<file path="config.mk">
export PLATFORM = sky130hd
export DESIGN_NAME = draw_ball_ctl_flat
export DESIGN_NICKNAME = d
export VERILOG_FILES = /design/src/rtl/pong_pkg.sv /design/src/rtl/draw_ball_ctl_if.sv /design/src/rtl/ball_draw.sv /design/src/rtl/draw_ball_ctl.sv /design/src/flat_wrapper.sv
export SDC_FILE = /design/constraint.sdc
export NUM_CORES = 1
export LEC_CHECK = 0
export ABC_CLOCK_PERIOD_IN_PS = 4100
export CORE_MARGIN = 3
export CORE_UTILIZATION = 50
export CTS_BUF_LIST = sky130_fd_sc_hd__clkbuf_8
export CTS_CLUSTER_DIAMETER = 100
export CTS_CLUSTER_SIZE = 25
export DETAILED_ROUTE_END_ITERATION = 6
export DONT_BUFFER_PORTS = 1
export PLACE_DENSITY = 0.63
export SLEW_MARGIN = 15
export SYNTH_ARGS = -nofsm -noshare
export SYNTH_HDL_FRONTEND = slang
export SYNTH_SLANG_ARGS = --single-unit
</file>
<file path="constraint.sdc">
create_clock -name pclk -period 4.1 [get_ports pclk]
set_input_delay 0.41 -clock pclk [delete_from_list [all_inputs] [get_ports pclk]]
set_output_delay 0.41 -clock pclk [all_outputs]
set_load 0.02 [all_outputs]
</file>
<file path="src/rtl/pong_pkg.sv">
// rtl/pong_pkg.sv - shared Pong screen constants, RGB width and ball FSM encoding
package pong_pkg;
  localparam int H_ACTIVE = 800;
  localparam int V_ACTIVE = 600;
  localparam int RGB_W    = 12;

  typedef enum logic [1:0] {
    IDLE  = 2'd0,
    SERVE = 2'd1,
    MOVE  = 2'd2,
    SCORE = 2'd3
  } ball_state_t;
endpackage

</file>
<file path="src/rtl/draw_ball_ctl_if.sv">
// rtl/draw_ball_ctl_if.sv - VGA timing plus RGB pixel bundle passed between pipeline stages
interface draw_ball_ctl_if;
  import pong_pkg::*;

  logic [10:0]      vcount;
  logic [10:0]      hcount;
  logic             vsync;
  logic             hsync;
  logic             vblnk;
  logic             hblnk;
  logic [RGB_W-1:0] rgb;

  modport master (output vcount, hcount, vsync, hsync, vblnk, hblnk, rgb);
  modport slave  (input  vcount, hcount, vsync, hsync, vblnk, hblnk, rgb);
endinterface

</file>
<file path="src/rtl/ball_draw.sv">
// rtl/ball_draw.sv - ball overlay comparator and 1-cycle timing/RGB pipeline register
module ball_draw
  import pong_pkg::*;
#(
  parameter int               BALL_SIZE  = 16,
  parameter logic [RGB_W-1:0] BALL_COLOR = 12'hFFF
) (
  input  logic                   pclk,
  input  logic                   rst,
  draw_ball_ctl_if.slave         vga_in,
  draw_ball_ctl_if.master        vga_out,
  input  logic [11:0]            ball_x,
  input  logic [11:0]            ball_y
);
  localparam logic [12:0] BSU = 13'(BALL_SIZE);

  logic [12:0]      w_h, w_v, w_bx, w_by;
  logic             w_in_ball;
  logic [10:0]      r_vcount, r_hcount;
  logic             r_vsync, r_hsync, r_vblnk, r_hblnk;
  logic [RGB_W-1:0] r_rgb;

  assign w_h  = {2'b00, vga_in.hcount};
  assign w_v  = {2'b00, vga_in.vcount};
  assign w_bx = {1'b0, ball_x};
  assign w_by = {1'b0, ball_y};

  assign w_in_ball = (w_h >= w_bx) && (w_h < w_bx + BSU) &&
                     (w_v >= w_by) && (w_v < w_by + BSU) &&
                     !vga_in.hblnk && !vga_in.vblnk;

  always_ff @(posedge pclk) begin
    if (rst) begin
      r_vcount <= '0;
      r_hcount <= '0;
      r_vsync  <= 1'b0;
      r_hsync  <= 1'b0;
      r_vblnk  <= 1'b0;
      r_hblnk  <= 1'b0;
      r_rgb    <= '0;
    end else begin
      r_vcount <= vga_in.vcount;
      r_hcount <= vga_in.hcount;
      r_vsync  <= vga_in.vsync;
      r_hsync  <= vga_in.hsync;
      r_vblnk  <= vga_in.vblnk;
      r_hblnk  <= vga_in.hblnk;
      r_rgb    <= w_in_ball ? BALL_COLOR : vga_in.rgb;
    end
  end

  assign vga_out.vcount = r_vcount;
  assign vga_out.hcount = r_hcount;
  assign vga_out.vsync  = r_vsync;
  assign vga_out.hsync  = r_hsync;
  assign vga_out.vblnk  = r_vblnk;
  assign vga_out.hblnk  = r_hblnk;
  assign vga_out.rgb    = r_rgb;
endmodule

</file>
<file path="src/rtl/draw_ball_ctl.sv">
// rtl/draw_ball_ctl.sv - Pong ball engine: frame tick, serve/move/score FSM, bounces, score pulses
// Optional BALL_SPEEDUP_EN: every paddle hit adds 1 to speed, saturating at MAX_SPEED.
module draw_ball_ctl
  import pong_pkg::*;
#(
  parameter int               H_ACTIVE     = pong_pkg::H_ACTIVE,
  parameter int               V_ACTIVE     = pong_pkg::V_ACTIVE,
  parameter int               BALL_SIZE    = 16,
  parameter logic [RGB_W-1:0] BALL_COLOR   = 12'hFFF,
  parameter int               SPEED        = 2,
  parameter int               MAX_SPEED    = 8,
  parameter int               PADDLE_W     = 10,
  parameter int               PADDLE_H     = 80,
  parameter int               PADDLE_X_L   = 20,
  parameter int               PADDLE_X_R   = 770,
  parameter int               SERVE_FRAMES = 60
) (
  input  logic                   pclk,
  input  logic                   rst,
  draw_ball_ctl_if.slave         vga_in,
  draw_ball_ctl_if.master        vga_out,
  input  logic [11:0]            paddle_l_y,
  input  logic [11:0]            paddle_r_y,
  input  logic                   game_en,
  output logic [11:0]            ball_x,
  output logic [11:0]            ball_y,
  output logic                   score_l,
  output logic                   score_r
);
  localparam int SPD_W = $clog2(((MAX_SPEED > SPEED) ? MAX_SPEED : SPEED) + 1);
  localparam int CNT_W = $clog2(SERVE_FRAMES + 1);

  localparam logic [11:0]        CX       = 12'((H_ACTIVE - BALL_SIZE) / 2);
  localparam logic [11:0]        CY       = 12'((V_ACTIVE - BALL_SIZE) / 2);
  localparam logic [11:0]        Y_MAX    = 12'(V_ACTIVE - BALL_SIZE);
  localparam logic [11:0]        X_R_STOP = 12'(PADDLE_X_R - BALL_SIZE);
  localparam logic [11:0]        X_L_STOP = 12'(PADDLE_X_L + PADDLE_W);
  localparam logic signed [12:0] BS       = 13'(BALL_SIZE);
  localparam logic signed [12:0] HA       = 13'(H_ACTIVE);
  localparam logic signed [12:0] VA       = 13'(V_ACTIVE);
  localparam logic signed [12:0] XR       = 13'(PADDLE_X_R);
  localparam logic signed [12:0] XL       = 13'(PADDLE_X_L + PADDLE_W);
  localparam logic [12:0]        BSU      = 13'(BALL_SIZE);
  localparam logic [12:0]        PH       = 13'(PADDLE_H);
  localparam logic [SPD_W-1:0]   SPD0     = SPD_W'(SPEED);

  ball_state_t        r_state, w_state;
  logic [11:0]        r_x, w_x, r_y, w_y;
  logic               r_dx, w_dx, r_dy, w_dy;
  logic [SPD_W-1:0]   r_speed, w_speed, w_speed_hit;
  logic [CNT_W-1:0]   r_cnt, w_cnt;
  logic               r_vblnk_d, r_score_l, r_score_r, w_score_l, w_score_r;
  logic               w_tick;
  logic signed [12:0] w_xs, w_ys, w_spd, w_nx, w_ny;
  logic               w_ovl_l, w_ovl_r, w_hit_l, w_hit_r, w_miss_l, w_miss_r;

  assign w_tick = vga_in.vblnk & ~r_vblnk_d;

  assign w_xs  = $signed({1'b0, r_x});
  assign w_ys  = $signed({1'b0, r_y});
  assign w_spd = $signed(13'(r_speed));
  assign w_nx  = r_dx ? w_xs + w_spd : w_xs - w_spd;
  assign w_ny  = r_dy ? w_ys + w_spd : w_ys - w_spd;

  assign w_ovl_r = ({1'b0, r_y} + BSU > {1'b0, paddle_r_y}) && ({1'b0, r_y} < {1'b0, paddle_r_y} + PH);
  assign w_ovl_l = ({1'b0, r_y} + BSU > {1'b0, paddle_l_y}) && ({1'b0, r_y} < {1'b0, paddle_l_y} + PH);

  // Contact only counts if the ball was still in front of the paddle face before this step.
  assign w_hit_r  =  r_dx && (w_nx + BS >= XR) && (w_xs + BS <= XR) && w_ovl_r;
  assign w_hit_l  = !r_dx && (w_nx <= XL) && (w_xs >= XL) && w_ovl_l;
  assign w_miss_l =  r_dx && (w_nx + BS >= HA);
  assign w_miss_r = !r_dx && (w_nx <= 13'sd0);

`ifdef BALL_SPEEDUP_EN
  assign w_speed_hit = (r_speed < SPD_W'(MAX_SPEED)) ? r_speed + 1'b1 : r_speed;
`else
  assign w_speed_hit = r_speed;
`endif

  always_comb begin
    w_state   = r_state;
    w_x       = r_x;
    w_y       = r_y;
    w_dx      = r_dx;
    w_dy      = r_dy;
    w_speed   = r_speed;
    w_cnt     = r_cnt;
    w_score_l = 1'b0;
    w_score_r = 1'b0;
    if (!game_en) begin
      w_state = IDLE;
      w_x     = CX;
      w_y     = CY;
      w_speed = SPD0;
      w_cnt   = '0;
    end else if (w_tick) begin
      case (r_state)
        // The tick that enters SERVE is the first of the held frames.
        IDLE: begin
          w_state = SERVE;
          w_cnt   = CNT_W'(1);
        end
        SERVE: begin
          if (int'(r_cnt) + 1 >= SERVE_FRAMES) w_state = MOVE;
          else                                  w_cnt   = r_cnt + 1'b1;
        end
        MOVE: begin
          if (w_ny <= 13'sd0) begin
            w_y  = '0;
            w_dy = ~r_dy;
          end else if (w_ny + BS >= VA) begin
            w_y  = Y_MAX;
            w_dy = ~r_dy;
          end else begin
            w_y = w_ny[11:0];
          end
          // dx already points at the conceding side on a miss, so re-serve keeps it.
          if (w_miss_l) begin
            w_score_l = 1'b1;
            w_state   = SCORE;
          end else if (w_miss_r) begin
            w_score_r = 1'b1;
            w_state   = SCORE;
          end else if (w_hit_r) begin
            w_x     = X_R_STOP;
            w_dx    = 1'b0;
            w_speed = w_speed_hit;
          end else if (w_hit_l) begin
            w_x     = X_L_STOP;
            w_dx    = 1'b1;
            w_speed = w_speed_hit;
          end else begin
            w_x = w_nx[11:0];
          end
        end
        SCORE: begin
          w_state = SERVE;
          w_x     = CX;
          w_y     = CY;
          w_speed = SPD0;
          w_cnt   = CNT_W'(1);
        end
        default: w_state = IDLE;
      endcase
    end
  end

  always_ff @(posedge pclk) begin
    if (rst) begin
      r_state   <= IDLE;
      r_x       <= CX;
      r_y       <= CY;
      r_dx      <= 1'b1;
      r_dy      <= 1'b1;
      r_speed   <= SPD0;
      r_cnt     <= '0;
      r_vblnk_d <= 1'b0;
      r_score_l <= 1'b0;
      r_score_r <= 1'b0;
    end else begin
      r_state   <= w_state;
      r_x       <= w_x;
      r_y       <= w_y;
      r_dx      <= w_dx;
      r_dy      <= w_dy;
      r_speed   <= w_speed;
      r_cnt     <= w_cnt;
      r_vblnk_d <= vga_in.vblnk;
      r_score_l <= w_score_l;
      r_score_r <= w_score_r;
    end
  end

  assign ball_x  = r_x;
  assign ball_y  = r_y;
  assign score_l = r_score_l;
  assign score_r = r_score_r;

  ball_draw #(
    .BALL_SIZE  (BALL_SIZE),
    .BALL_COLOR (BALL_COLOR)
  ) u_ball_draw (
    .pclk    (pclk),
    .rst     (rst),
    .vga_in  (vga_in),
    .vga_out (vga_out),
    .ball_x  (r_x),
    .ball_y  (r_y)
  );
endmodule

</file>
<file path="src/flat_wrapper.sv">
// flat-port wrapper written by rule: the top's interface ports become plain ports
module draw_ball_ctl_flat import pong_pkg::*;
#(
  parameter int               H_ACTIVE     = pong_pkg::H_ACTIVE,
  parameter int               V_ACTIVE     = pong_pkg::V_ACTIVE,
  parameter int               BALL_SIZE    = 16,
  parameter logic [RGB_W-1:0] BALL_COLOR   = 12'hFFF,
  parameter int               SPEED        = 2,
  parameter int               MAX_SPEED    = 8,
  parameter int               PADDLE_W     = 10,
  parameter int               PADDLE_H     = 80,
  parameter int               PADDLE_X_L   = 20,
  parameter int               PADDLE_X_R   = 770,
  parameter int               SERVE_FRAMES = 60
)
  (pclk, rst, paddle_l_y, paddle_r_y, game_en, ball_x, ball_y, score_l, score_r, vga_in_vcount, vga_in_hcount, vga_in_vsync, vga_in_hsync, vga_in_vblnk, vga_in_hblnk, vga_in_rgb, vga_out_vcount, vga_out_hcount, vga_out_vsync, vga_out_hsync, vga_out_vblnk, vga_out_hblnk, vga_out_rgb);
  draw_ball_ctl_if vga_in_i ();
  draw_ball_ctl_if vga_out_i ();
  input  logic pclk;
  input  logic rst;
  input  logic [11:0] paddle_l_y;
  input  logic [11:0] paddle_r_y;
  input  logic game_en;
  output logic [11:0] ball_x;
  output logic [11:0] ball_y;
  output logic score_l;
  output logic score_r;
  input wire logic [$bits(vga_in_i.vcount)-1:0] vga_in_vcount;
  input wire logic [$bits(vga_in_i.hcount)-1:0] vga_in_hcount;
  input wire logic [$bits(vga_in_i.vsync)-1:0] vga_in_vsync;
  input wire logic [$bits(vga_in_i.hsync)-1:0] vga_in_hsync;
  input wire logic [$bits(vga_in_i.vblnk)-1:0] vga_in_vblnk;
  input wire logic [$bits(vga_in_i.hblnk)-1:0] vga_in_hblnk;
  input wire logic [$bits(vga_in_i.rgb)-1:0] vga_in_rgb;
  output wire logic [$bits(vga_out_i.vcount)-1:0] vga_out_vcount;
  output wire logic [$bits(vga_out_i.hcount)-1:0] vga_out_hcount;
  output wire logic [$bits(vga_out_i.vsync)-1:0] vga_out_vsync;
  output wire logic [$bits(vga_out_i.hsync)-1:0] vga_out_hsync;
  output wire logic [$bits(vga_out_i.vblnk)-1:0] vga_out_vblnk;
  output wire logic [$bits(vga_out_i.hblnk)-1:0] vga_out_hblnk;
  output wire logic [$bits(vga_out_i.rgb)-1:0] vga_out_rgb;
  assign vga_in_i.vcount = vga_in_vcount;
  assign vga_in_i.hcount = vga_in_hcount;
  assign vga_in_i.vsync = vga_in_vsync;
  assign vga_in_i.hsync = vga_in_hsync;
  assign vga_in_i.vblnk = vga_in_vblnk;
  assign vga_in_i.hblnk = vga_in_hblnk;
  assign vga_in_i.rgb = vga_in_rgb;
  assign vga_out_vcount = vga_out_i.vcount;
  assign vga_out_hcount = vga_out_i.hcount;
  assign vga_out_vsync = vga_out_i.vsync;
  assign vga_out_hsync = vga_out_i.hsync;
  assign vga_out_vblnk = vga_out_i.vblnk;
  assign vga_out_hblnk = vga_out_i.hblnk;
  assign vga_out_rgb = vga_out_i.rgb;
  draw_ball_ctl #(.H_ACTIVE(H_ACTIVE), .V_ACTIVE(V_ACTIVE), .BALL_SIZE(BALL_SIZE), .BALL_COLOR(BALL_COLOR), .SPEED(SPEED), .MAX_SPEED(MAX_SPEED), .PADDLE_W(PADDLE_W), .PADDLE_H(PADDLE_H), .PADDLE_X_L(PADDLE_X_L), .PADDLE_X_R(PADDLE_X_R), .SERVE_FRAMES(SERVE_FRAMES)) u_core (.pclk(pclk), .rst(rst), .vga_in(vga_in_i), .vga_out(vga_out_i), .paddle_l_y(paddle_l_y), .paddle_r_y(paddle_r_y), .game_en(game_en), .ball_x(ball_x), .ball_y(ball_y), .score_l(score_l), .score_r(score_r));
endmodule
</file>
; Yosys cells after proc, flatten, opt, wreduce, memory -nomap -nowiden
; Index checks and enable logic that the tools add are counted.
; Widths: inputs -> output; s select.
[op_classes]
n_addsub = 13
n_lt_le_gt_ge = 17
eq_ne = 8
mux = 23
bitwise = 8
reduce_logical = 33
[op_table]
columns = operator, count
row1 = $mux 12, 7
row2 = $pmux 12 s2, 2
row3 = $add 12x5->13 const B, 3
row4 = $ge 13x11->1 const B, 3
row5 = $ge 32x7->1 const B, 1
row6 = $add 12x2->13 const B, 2
row7 = $add 12x7->13 const B, 2
row8 = $add 13x6->13 const B, 2
row9 = $gt 13x12->1, 2
row10 = $le 13x1->1 const B, 2
row11 = $lt 11x13->1, 2
row12 = $lt 12x13->1, 2
row13 = $mux 13, 2
row14 = $sub 12x2->13 const B, 2
row15 = $ge 11x12->1, 2
row16 = $logic_and 1x1->1, 15
row17 = $le 13x11->1 const B, 1
row18 = $le 13x6->1 const B, 1
row19 = $ge 12x5->1 const B, 1
row20 = $pmux 6 s2, 1
row21 = $reduce_and 4->1, 2
row22 = $reduce_bool 2->1, 4
row23 = $add 6x1->7 const B, 1
row24 = $not 1->1, 7
row25 = other kinds (19), 33
[totals]
reg_bits = 74
in_bits = 65
out_inout_bits = 64
elab_cells = 117

; Longest topological paths before layout
[depth]
depth_word = 11
depth_mapped = 15
ltp_nobuf = 15

; By module
; From an unflattened synthesis, not the netlist that was laid out.
[hier_totals]
cells_unflattened = 881
hier_area_um2 = 7125.6
[by_module_without_submodules]
columns = module, n_inst, cells_each, area_each_um2, seq_area_each_um2
row1 = draw_ball_ctl, 1, 641, 4898.4, 700.7
row2 = ball_draw, 1, 240, 2227.1, 760.7

; Worst setup path before layout
; Ideal clock, no wire load.
[synth_timing]
kind = reg-to-reg
startpoint = register u_core.r_dx
endpoint = register u_core.r_x[10] (netlist: u_core.ball_x[10])
setup_time_ps = 126
arrival_ps = 3352
required_time_ps = 3974
slack_ps = 622
path_stages_with_launch = 15
path_buffers = 1
synth_period_minus_slack_ps = 3478
path_cell_list = dfxtp_1 > inv_1 > fa_1 > a211oi_4 > nor3_1 > nor2b_1 > ha_1 > inv_1 > xnor2_1 > a2111oi_0 > o32ai_2 > a21boi_4 > o22ai_2 > buf_4 > o2bb2ai_1
[synth_between]
elab_chain_len = 10
word_cells_on_any_way = 23
cone_classes = add/sub (1) / order compare (4) / eq/ne (2) / mux (6) / reduce/logical (10)
[synth_rtl]
columns = item, line_no
row1 = "start, declared", draw_ball_ctl.sv:49  ; logic r_dx, w_dx, r_dy, w_dy;
row2 = "start signal, assigned", draw_ball_ctl.sv:164  ; r_dx <= w_dx;
row3 = $mux 13, draw_ball_ctl.sv:62  ; assign w_nx = r_dx ? w_xs + w_spd : w_xs - w_spd;
row4 = $add 13x6->13 or $le 13x6->1 (tied branches), "draw_ball_ctl.sv:69, draw_ball_ctl.sv:71, draw_ball_ctl.sv:70"
row5 = $ge 13x11->1 or $logic_and 1x1->1 (tied branches), "draw_ball_ctl.sv:69, draw_ball_ctl.sv:70"
row6 = $logic_and 1x1->1 (on tied branches) (2 in series), "draw_ball_ctl.sv:69, draw_ball_ctl.sv:70"
row7 = $logic_and 1x1->1 or $mux 12 (tied branches), "draw_ball_ctl.sv:69, draw_ball_ctl.sv:128"
row8 = $mux 12, draw_ball_ctl.sv:124  ; end else if (w_hit_r) begin
row9 = $mux 12, draw_ball_ctl.sv:121  ; end else if (w_miss_r) begin
row10 = $mux 12, draw_ball_ctl.sv:118  ; if (w_miss_l) begin
row11 = $pmux 12 s2, draw_ball_ctl.sv:97  ; case (r_state)
row12 = "end signal, assigned", draw_ball_ctl.sv:162  ; r_x <= w_x;
row13 = "end, declared", draw_ball_ctl.sv:48  ; logic [11:0] r_x, w_x, r_y, w_y;
; Parallel ways exist; a longest one is shown, timed or not. The select of a mux whose other input is x is not followed.
; A chain may end at the register's enable or synchronous reset.

; Worst setup path after layout
[layout_timing]
startpoint = register u_core.r_dx
endpoint = register u_core.r_x[2] (netlist: u_core.ball_x[2])
; The elaborated chain is that of the path after synthesis.

==> summary.txt <==
Outcome - finished, final reports clean
Sw frac - 0.307
MaxCap Viol Count - 0
Grt ovf - 0
Clk buf depth - 2
Hold-fix buffers, CTS - 0
Final hold slack - 0.0926 ns
Clock-pin transition on the worst setup and hold timing paths - 0.10 ns
DRC Markers - 0
Detailed placer's ending HPWL - 14500 microns
Routability cong. - 0.922
Vias in the first global route - 5633
Clock sink count - 72
Core box area - 0.0128 sq mm
Final cell count without fillers - 1015
Core Util, Final - 0.567
Overall Global Routing Usage - 0.242
Unique masters post-synth - 86
Slew HR - 0.435
Nets - 1015
Clock Tree Root - clkbuf_8
Dpl cells - 993
Final setup fails - 0
Die Width - 122 microns
Period Utilization, post-route - 0.949
Internal power - 1.03 mW
Top post-synthesis cells by area - dfxtp_1, ha_1, inv_1
CTS tree - yes
Power Density - 204 mW/mm^2
Mapped Cells - 815
Setup slack after layout - 0.210 ns
Syn_area_per_cell - 8.20 sq um
CTS H-tree lvls - 3
Via count - 6049
Min Tclk post-route - 3.89 ns
#FFs+latches synth - 72
Initial DRT Pass Iterations - 5
Synth area leader - dfxtp_1
Final wirelength - 18500 microns
Sequential area share after synthesis - 0.216
EDFF count, synth - 0
Post-synth ARST share - 0
Area growth from synthesis to layout - 8.74%
Clock latency on the worst-skew pair - 0.39 ns
Initial core utilization - 0.521
Port bufs - 0
Row Count - 41
Critical Path AT - 4.18 ns
Starting DRT DRC Count - 365
CP startpoint kind - flop
Synth top cells by count - ha_1, inv_1, dfxtp_1
Slew Limit Fails - 0
Die Y - 122 microns
CP endpoint kind - flop
CP Class - flop to flop
Ant. Diodes - 0
Synth Flop Type - dfxtp_1
CP max FO - 11
Sequential Power Share - 0.511
Die footprint - 0.0148 sq mm
Unrepaired setup endpoints after global routing - false
Ys Warns - 0
Top-area cell type share of the netlist area - 0.216
HP Start - rst
Vias per cell - 5.96
Worst hold path type - primary input to flop
Psw - 0.456 mW
Pre-CTS setup slack - 0.190 ns
Combinational power share - 0.107
First-pass GRT wire length - 28500 microns
CTS Buf Count - 9
Setup crit start - u_core.r_dx
Fmax - 257 MHz
Mapped Area - 0.00669 sq mm
Most frequent cell after synthesis - ha_1
Pin count of the biggest net entering global routing - 46
Worst r2r src - u_core.r_dx
Worst Path Required - 4.39 ns
I/O pin total - 129
Max VDD drop - 144 uV
DRT antenna net count - 0
Wire per inst - 18.2 microns
Measured slew at the worst slew-check pin - 0.842 ns
Layout cells sized above 1 - 0.0925
Layout Skew - 0.0107 ns
Fin Setup TNS - 0 ns
Final hold violations - 0
Clock power frac - 0.381
Leakage - 3.22 nW
Initial antenna violation count - 0
[path summary, 6_finish.rpt]
| kind | cells past startpoint | slack, ns | endpoint |
|---|---|---|---|
| max | 11 | 0.21 | u_core.ball_x[2] |
| min | 1 | 0.09 | u_core.u_ball_draw.vga_out.vcount[2] |
| max reg2reg | 11 | 0.21 | u_core.ball_x[2] |
| min reg2reg | 2 | 0.51 | u_core.r_cnt[5] |
[flip-flops by register name (all words and copies together) (netlist names), 2 cells and up]
name,flops
u_core.ball_x,11
u_core.ball_y,11
u_core.r_cnt,6
u_core.r_state,2
u_core.u_ball_draw.vga_out.hcount,11
u_core.u_ball_draw.vga_out.rgb,12
u_core.u_ball_draw.vga_out.vcount,11
[cells in the final DEF (no fill, tap or decap), types with 15 or more instances in the layout]
cell / count
nor3_1: 30
nor2_1: 36
nand3_1: 21
dfxtp_1: 71
xnor2_1: 26
nand2_1: 40
nor2b_1: 39
a21oi_1: 49
inv_1: 90
a21o_1: 15
buf_4: 29
o21a_1: 20
o21ai_0: 49
ha_1: 109
[routing by layer]
layer,up-vias,part of all wire,track usage
li1,3021,-,-
met1,2829,0.44,0.305
met2,175,0.48,0.408
met3,24,0.064,0.0613
met4,0,0.019,0.0721
met5,-,0,0
[logic make-up (layout without fill, tap and decap cells)]
kind of cell	count (synthesis)	in the layout	synth area share
AO/OA/AOI/OAI	247	247	0.265
AND/OR/NAND/NOR	235	235	0.193
adder cells (fa/ha/maj)	112	112	0.212
buffers and inverters	112	139	0.0659
flip-flops	72	72	0.216
XOR/XNOR	35	35	0.0470
other	1	2	0.000561
multiplexers	1	1	0.00150
[area by class of cell]
type                    count  area, sq um
clock buffers               9          124
clock inverters             7         63.8
inverters                  93          353
repair inverters            1         7.51
repair buffers             29          218
flip-flops and latches     72         1440
fillers                  1191         5550
well taps                 172          215
multi-input cells         632         4850
[power by group through the flow]
stage                     logic, mW  registers, mW  clock network [mW]
after CTS                     0.158          0.759               0.576
after global routing          0.183          0.761               0.609
after global placement        0.150          0.775                   0
final                         0.159          0.759               0.566
after detailed placement      0.157          0.776                   0
after floorplan               0.131          0.772                   0
[timing repair]
action,in CTS,in global routing
gates resized for setup,0,11
setup buffers,0,5
setup endpoints to repair,0,12
[critical path: stages, from the launching register on]
cell	delay (ns)
dfxtp_2	0.43
clkinvlp_4	0.20
fa_1	0.48
a211oi_4	0.36
o21ai_2	0.15
a221o_1	0.38
or3_4	0.39
a2111oi_4	0.48
o32ai_2	0.20
a21boi_4	0.29
o22ai_4	0.18
a32o_1	0.25
[metrics by stage]
stage               power [mW]  area [sq um]
floorplan                0.903          6690
global placement         0.925          6990
detailed placement       0.933          6990
CTS                       1.49          7180
global route              1.55          7270
finish                    1.48          7270
Note: power is estimated with default switching activity, not from simulation.
